$ cat src/rtl/sm4_pkg.sv
// Shared SM4 definitions: FK whitening words, S-box, schedule state enum
// and the word/index typedefs used across the key-schedule slice.
package sm4_pkg;

  typedef logic [31:0] word_t;
  typedef logic [4:0]  rnd_idx_t;

  typedef enum logic [1:0] {
    IDLE,
    EXPAND,
    READY
  } sched_state_t;

  localparam word_t FK0 = 32'ha3b1bac6;
  localparam word_t FK1 = 32'h56aa3350;
  localparam word_t FK2 = 32'h677d9197;
  localparam word_t FK3 = 32'hb27022dc;

  localparam logic [7:0] SBOX [256] = '{
    8'hd6, 8'h90, 8'he9, 8'hfe, 8'hcc, 8'he1, 8'h3d, 8'hb7, 8'h16, 8'hb6, 8'h14, 8'hc2, 8'h28, 8'hfb, 8'h2c, 8'h05,
    8'h2b, 8'h67, 8'h9a, 8'h76, 8'h2a, 8'hbe, 8'h04, 8'hc3, 8'haa, 8'h44, 8'h13, 8'h26, 8'h49, 8'h86, 8'h06, 8'h99,
    8'h9c, 8'h42, 8'h50, 8'hf4, 8'h91, 8'hef, 8'h98, 8'h7a, 8'h33, 8'h54, 8'h0b, 8'h43, 8'hed, 8'hcf, 8'hac, 8'h62,
    8'he4, 8'hb3, 8'h1c, 8'ha9, 8'hc9, 8'h08, 8'he8, 8'h95, 8'h80, 8'hdf, 8'h94, 8'hfa, 8'h75, 8'h8f, 8'h3f, 8'ha6,
    8'h47, 8'h07, 8'ha7, 8'hfc, 8'hf3, 8'h73, 8'h17, 8'hba, 8'h83, 8'h59, 8'h3c, 8'h19, 8'he6, 8'h85, 8'h4f, 8'ha8,
    8'h68, 8'h6b, 8'h81, 8'hb2, 8'h71, 8'h64, 8'hda, 8'h8b, 8'hf8, 8'heb, 8'h0f, 8'h4b, 8'h70, 8'h56, 8'h9d, 8'h35,
    8'h1e, 8'h24, 8'h0e, 8'h5e, 8'h63, 8'h58, 8'hd1, 8'ha2, 8'h25, 8'h22, 8'h7c, 8'h3b, 8'h01, 8'h21, 8'h78, 8'h87,
    8'hd4, 8'h00, 8'h46, 8'h57, 8'h9f, 8'hd3, 8'h27, 8'h52, 8'h4c, 8'h36, 8'h02, 8'he7, 8'ha0, 8'hc4, 8'hc8, 8'h9e,
    8'hea, 8'hbf, 8'h8a, 8'hd2, 8'h40, 8'hc7, 8'h38, 8'hb5, 8'ha3, 8'hf7, 8'hf2, 8'hce, 8'hf9, 8'h61, 8'h15, 8'ha1,
    8'he0, 8'hae, 8'h5d, 8'ha4, 8'h9b, 8'h34, 8'h1a, 8'h55, 8'had, 8'h93, 8'h32, 8'h30, 8'hf5, 8'h8c, 8'hb1, 8'he3,
    8'h1d, 8'hf6, 8'he2, 8'h2e, 8'h82, 8'h66, 8'hca, 8'h60, 8'hc0, 8'h29, 8'h23, 8'hab, 8'h0d, 8'h53, 8'h4e, 8'h6f,
    8'hd5, 8'hdb, 8'h37, 8'h45, 8'hde, 8'hfd, 8'h8e, 8'h2f, 8'h03, 8'hff, 8'h6a, 8'h72, 8'h6d, 8'h6c, 8'h5b, 8'h51,
    8'h8d, 8'h1b, 8'haf, 8'h92, 8'hbb, 8'hdd, 8'hbc, 8'h7f, 8'h11, 8'hd9, 8'h5c, 8'h41, 8'h1f, 8'h10, 8'h5a, 8'hd8,
    8'h0a, 8'hc1, 8'h31, 8'h88, 8'ha5, 8'hcd, 8'h7b, 8'hbd, 8'h2d, 8'h74, 8'hd0, 8'h12, 8'hb8, 8'he5, 8'hb4, 8'hb0,
    8'h89, 8'h69, 8'h97, 8'h4a, 8'h0c, 8'h96, 8'h77, 8'h7e, 8'h65, 8'hb9, 8'hf1, 8'h09, 8'hc5, 8'h6e, 8'hc6, 8'h84,
    8'h18, 8'hf0, 8'h7d, 8'hec, 8'h3a, 8'hdc, 8'h4d, 8'h20, 8'h79, 8'hee, 8'h5f, 8'h3e, 8'hd7, 8'hcb, 8'h39, 8'h48
  };

endpackage

$ cat src/rtl/sm4_key_tau_lp.sv
// Combinational key-schedule transform T': four parallel S-box lookups (tau)
// followed by the key-side linear mix L'(B) = B ^ (B<<<13) ^ (B<<<23).
module sm4_key_tau_lp
  import sm4_pkg::*;
(
  input  logic [31:0] a,
  output logic [31:0] y
);

  word_t b;

  // Byte-wise substitution then the two-rotate linear layer.
  always_comb begin
    b = {SBOX[a[31:24]], SBOX[a[23:16]], SBOX[a[15:8]], SBOX[a[7:0]]};
    y = b ^ {b[18:0], b[31:19]} ^ {b[8:0], b[31:9]};
  end

endmodule

$ cat src/rtl/sm4_key_sched.sv
// Iterative SM4 key schedule: FK-whitened key window, one expansion round per
// cycle into a 32-entry round-key store, then indexed reads (ascending for
// encryption, reversed for decryption).
// Optional feature macro: SM4_RK_STREAM_EN adds a registered stream of each
// round key as it is produced.
module sm4_key_sched
  import sm4_pkg::*;
(
  input  logic         clk,
  input  logic         rst,
  input  logic         key_valid_in,
  output logic         key_ready_out,
  input  logic [127:0] key_in,
  input  logic         rk_req_in,
  input  logic [4:0]   rk_index_in,
  input  logic         rk_dec_in,
  output logic         rk_valid_out,
  output logic [31:0]  rk_out,
  output logic         busy_out,
`ifdef SM4_RK_STREAM_EN
  output logic         rk_stream_valid_out,
  output logic [31:0]  rk_stream_out,
`endif
  output logic         sched_done_out
);

  sched_state_t state, state_nxt;
  rnd_idx_t     cnt;
  rnd_idx_t     rd_addr;
  word_t        k0, k1, k2, k3;
  word_t        rk_store [32];
  word_t        ck, tau_out, rk_new;
  logic         key_hs;

  assign key_ready_out  = (state == IDLE) || (state == READY);
  assign key_hs         = key_valid_in && key_ready_out;
  assign busy_out       = (state == EXPAND);
  assign sched_done_out = (state == READY);
  assign rd_addr        = rk_dec_in ? (5'd31 - rk_index_in) : rk_index_in;

  // Round constant CK[cnt]: byte j (MSB first) is ((4*cnt + j) * 7) mod 256.
  always_comb begin
    // NOTE: every always_comb output gets a default first so no path leaves it unassigned and infers a latch.
    ck = '0;
    for (int j = 0; j < 4; j++) begin
      ck[8*(3-j) +: 8] = 8'(({1'b0, cnt, 2'b00} + 8'(j)) * 8'd7);
    end
  end

  sm4_key_tau_lp u_tau_lp (
    .a (k1 ^ k2 ^ k3 ^ ck),
    .y (tau_out)
  );

  assign rk_new = k0 ^ tau_out;

  // Next-state logic: load, 32 expansion rounds, then serve reads until re-key.
  always_comb begin
    state_nxt = state;
    case (state)
      IDLE:    if (key_hs) state_nxt = EXPAND;
      EXPAND:  if (cnt == 5'd31) state_nxt = READY;
      READY:   if (key_hs) state_nxt = EXPAND;
      default: state_nxt = IDLE;
    endcase
  end

  // Control state, round counter and registered read / stream outputs.
  always_ff @(posedge clk) begin
    // NOTE: clocked state uses non-blocking assignments so every flop samples pre-edge values.
    if (rst) begin
      state        <= IDLE;
      cnt          <= '0;
      rk_valid_out <= 1'b0;
      rk_out       <= '0;
`ifdef SM4_RK_STREAM_EN
      rk_stream_valid_out <= 1'b0;
      rk_stream_out       <= '0;
`endif
    end else begin
      state <= state_nxt;
      if (key_hs) begin
        cnt <= '0;
      end else if (state == EXPAND) begin
        cnt <= cnt + 5'd1;
      end
      // A key load in READY takes priority over a read in the same cycle.
      rk_valid_out <= (state == READY) && rk_req_in && !key_hs;
      if ((state == READY) && rk_req_in && !key_hs) begin
        rk_out <= rk_store[rd_addr];
      end
`ifdef SM4_RK_STREAM_EN
      rk_stream_valid_out <= (state == EXPAND);
      if (state == EXPAND) begin
        rk_stream_out <= rk_new;
      end
`endif
    end
  end

  // Key window and round-key store: whitened load on handshake, shift per round.
  always_ff @(posedge clk) begin
    // NOTE: store and window are deliberately unreset; they are always rewritten before being read as valid.
    if (key_hs) begin
      k0 <= key_in[127:96] ^ FK0;
      k1 <= key_in[95:64]  ^ FK1;
      k2 <= key_in[63:32]  ^ FK2;
      k3 <= key_in[31:0]   ^ FK3;
    end else if (state == EXPAND) begin
      rk_store[cnt] <= rk_new;
      k0 <= k1;
      k1 <= k2;
      k2 <= k3;
      k3 <= rk_new;
    end
  end

endmodule
$ cat config.mk
export PLATFORM = sky130hd
export DESIGN_NAME = sm4_key_sched
export DESIGN_NICKNAME = d
export VERILOG_FILES = /design/src/rtl/sm4_pkg.sv /design/src/rtl/sm4_key_tau_lp.sv /design/src/rtl/sm4_key_sched.sv
export SDC_FILE = /design/constraint.sdc
export NUM_CORES = 2
export LEC_CHECK = 0
export BUFFER_PORTS_ARGS = -buffer_cell sky130_fd_sc_hd__buf_2
export CAP_MARGIN = 20
export CORE_UTILIZATION = 35
export CTS_CLUSTER_SIZE = 25
export DETAILED_ROUTE_END_ITERATION = 8
export SLEW_MARGIN = 40
export SYNTH_ARGS = -nofsm -noshare
export SYNTH_HDL_FRONTEND = slang
export SYNTH_SLANG_ARGS = --single-unit
$ cat constraint.sdc
create_clock -name clk -period 25.3 [get_ports clk]
set_clock_uncertainty 0.15 [all_clocks]
set_input_delay 7.59 -clock clk [delete_from_list [all_inputs] [get_ports clk]]
set_output_delay 7.59 -clock clk [all_outputs]
set_load 0.005 [all_outputs]
==> metrics.md <==
| Metric | Value |
|---|---|
| Outcome | `finished, final reports clean` |
| Vias/cell | `6.263` |
| Primary FF master, synth | `edfxtp_1` |
| CP Capture Type | `flip-flop` |
| Most used cell, CP | `buf_6` |
| CTS root buf | `clkbuf_16` |
| H-tree levels | `3` |
| Clock Tree Buf Depth | `3` |
| Routed Antenna Nets | `0` |
| Number of synthesized flops with an enable pin | `1152` |
| Critical Path AT | `11330 ps` |
| Hold Vio Cnt, Final | `0` |
| Buf/Inv on CP | `4` |
| Synth Register Bits | `1192` |
| Pin count of the biggest net entering global routing | `130` |
| Cts bufs inserted | `117` |
| Reg2reg path depth | `15` |
| Vias | `44440` |
| TritonRoute pass-1 iters | `8` |
| GRT Total Usage | `0.2500` |
| Crit path kind | `input port to flip-flop` |
| Number of global-route vias before repair | `42270` |
| Initial antenna violation count | `17` |
| Clk sinks | `1192` |
| WHS Endpoint | `rk_out[17]` |
| Cell depth of the worst hold path | `2` |
| Post-synth ARST share | `0` |
| Initial Utilization | `0.3529` |
| Die area | `175000 um^2` |
| CTS tree | `built` |
| Worst setup SP type | `input port` |
| Reg2reg end | `k3[9]` |
| Worst Tran Pin Value | `900.0 ps` |
| Post-CTS Hold Buffers | `0` |
| CP Max Fanout | `48` |
| Worst hold start | `rk_out[17]` |
| Synth Instances | `4576` |
| Final setup violation count | `0` |
| Chip Width | `418.3 um` |
| RSZ-0062 raised after global routing | `no` |
| Synthesis warning total | `0` |
| Layer with the highest usage | `met2` |
| Fraction of layout cells with a size suffix above 1 | `0.2149` |
| Met2 Track Usage GR | `0.3788` |
| M3 GR Usage | `0.04656` |
| Placer Congestion | `1.022` |
| Final net count | `between 4000 and 5000` |
| Slowest Stage Delay on Critical Path | `620 ps` |
| I/O pin total | `around 170` |
| Routed WL per cell | `between 30 and 40 um` |
| Setup Fix Bufs, Post-CTS | `0` |
| Grt met1 use | `0.3530` |
| Flop2flop setup slack | `about 18000 ps` |
| Post-CTS resize count | `0` |
| Critical-path cell list | `buf_2, xnor2_2, buf_6, buf_6, buf_6, mux4_2, mux4_2, mux2i_1, a211oi_1` |
| Hold Path Class | `flip-flop to flip-flop` |
| Final period util | `0.4317` |
| First-pass GRT wire length | `316.0 mm` |
| Port Buffers | `between 150 and 200` |
| Worst-path clk slew | `60 ps` |
| Chip Height | `418.3 um` |
| Floorplan row count | `between 150 and 200` |
| Worst-Skew Late Latency | `760 ps` |
| Register area share after synthesis | `0.5834` |
| Worst slew margin | `0.4000` |
| Final WL | `223.7 mm` |
| Mapped Nets | `4767` |
| Slowest-stage cell, CP | `buf_6` |
| MaxCap Viol Count | `0` |
| Detailed Place HPWL | `135.2 mm` |
| Setup TNS Final | `0 ps` |
| Layout area overhead | `14.84%` |
| Post-synth cell types | `90` |
| Tmin final | `between 10000 and 15000 ps` |
| Synth Area per Inst | `~13 um^2` |
| DRC viols | `0` |
| CP delay by family, top | `buffers and inverters` |
| DR iter-0 viols | `6534` |
| Worst r2r src | `cnt[0]` |
| Slew Limit Fails | `0` |
| Placeable Area | `about 170000 um^2` |
| Grt total ovfl | `0` |
| Mapped Area | `60660 um^2` |
| Worst EP required | `25710 ps` |
| Fmax | `0.09155 GHz` |
-- state kept, by name (all words and copies together) (netlist names) --
register      flops
k2               32
k3               32
rk_out           32
rk_store       1024
k0               32
rk_valid_out      1
state             2
k1               32
cnt               5
-- stage by stage --
step	cells	cell area [um^2]	utilization	hold slack, ps	setup slack (ps)
final	7096	69660	0.4052	349.2	14380
after global routing	7093	69660	0.4052	385.4	14090
after CTS	7088	69510	0.4043	350.0	14110
after detailed placement	6866	65470	0.3808	343.6	13340
after global placement	6858	65240	0.3795	339.8	12940
after floorplan	4576	60660	-	343.9	11140
-- layout by cell type, fill, tap and decap left out, types with 35 or more instances in the layout --
cell	count
a31oi_1	68
xnor2_2	43
nor3_1	105
edfxtp_1	1152
nand3_1	91
o211ai_1	55
mux4_2	321
buf_4	170
nor4_1	36
dfxtp_1	40
clkbuf_16	117
o221ai_1	35
xor2_1	38
nor2_1	281
a21oi_1	254
o21ai_0	251
buf_2	172
ha_1	46
a211oi_1	85
xnor2_1	96
mux2i_1	52
nand2_1	494
a311oi_1	39
a221oi_1	35
o22ai_1	35
-- synthesized netlist by cell type, drive strengths merged, types with 9 or more instances --
cell,number,area [um^2]
and2,12,75.07
o22ai,36,225.2
o221ai,35,306.5
a21oi,256,1281
ha,47,588.1
a2111oi,25,219.0
xnor3,13,292.8
buf,115,519.3
a32oi,17,148.9
xnor2,146,1343
or3,9,56.30
a311oi,42,386.6
a311o,11,110.1
o311ai,35,306.6
nor4,36,225.2
a211oi,87,663.1
clkbuf,269,1010
a22oi,12,90.09
o31ai,21,162.6
o211ai,55,412.9
o2111ai,22,192.7
a221oi,36,321.6
a31oi,68,425.4
mux2i,52,520.5
edfxtp,1152,34590
o21a,18,135.1
o32ai,23,201.4
mux4,321,7229
inv,24,90.09
nand3,91,455.4
dfxtp,40,800.8
xor2,57,525.5
o21ai,274,1371
mux2,20,225.2
a41oi,9,78.83
a21o,12,90.09
and3,13,81.33
nand2b,14,87.58
nor3,107,535.5
nand2,496,1862
nand4,23,143.9
nor2,317,1190
-- cell type report --
type / instances / area [um^2]
diodes: 3 / 7.507
inverters: 27 / 102.6
well taps: 2310 / 2890
fillers: 15960 / 102300
multi-input cells: 2973 / 24660
flip-flops and latches: 1192 / 35390
clock buffers: 153 / 3173
clock inverters: 69 / 867.1
repair buffers: 369 / 2574
-- cell families (layout without fill, tap and decap cells) --
logic type | count (synthesis) | count (layout) | share of synthesized area
flops | 1192 | 1192 | 0.5834
compound gates | 1165 | 1165 | 0.1282
simple gates | 1140 | 1140 | 0.08035
buf+inv | 411 | 618 | 0.02687
mux | 393 | 393 | 0.1315
xor+xnor | 222 | 222 | 0.03797
fa+ha+maj | 53 | 53 | 0.01167
other cells | 0 | 3 | 0
-- worst min-delay path, stage by stage (launching register included) --
cell and delay [ps]:
dfxtp_1 310, nor2_1 100, a211oi_1 50
-- layer usage --
metal / wire length (um) / vias up
met5: 11 / -
met4: 10520 / 2
met3: 22510 / 555
met2: 100800 / 2951
met1: 89900 / 22470
li1: - / 18460
-- worst max path at each step --
| stage | start | slack, ps | cells past startpoint | end |
|---|---|---|---|---|
| 3_5_place_dp | rk_dec_in | 13340 | 9 | rk_out[26] |
| 6_report | rk_dec_in | 14380 | 9 | rk_out[28] |
| 2_1_floorplan | key_valid_in | 11140 | 4 | k0[0] |
| 5_1_grt | rk_dec_in | 14090 | 9 | rk_out[28] |
| 3_3_place_gp | rk_dec_in | 12940 | 9 | rk_out[28] |
| 4_1_cts | rk_dec_in | 14110 | 9 | rk_out[28] |
Power is left out: the tool's default activity adds up to more than one toggle a clock period on the data nets, which glitch-free logic cannot reach.
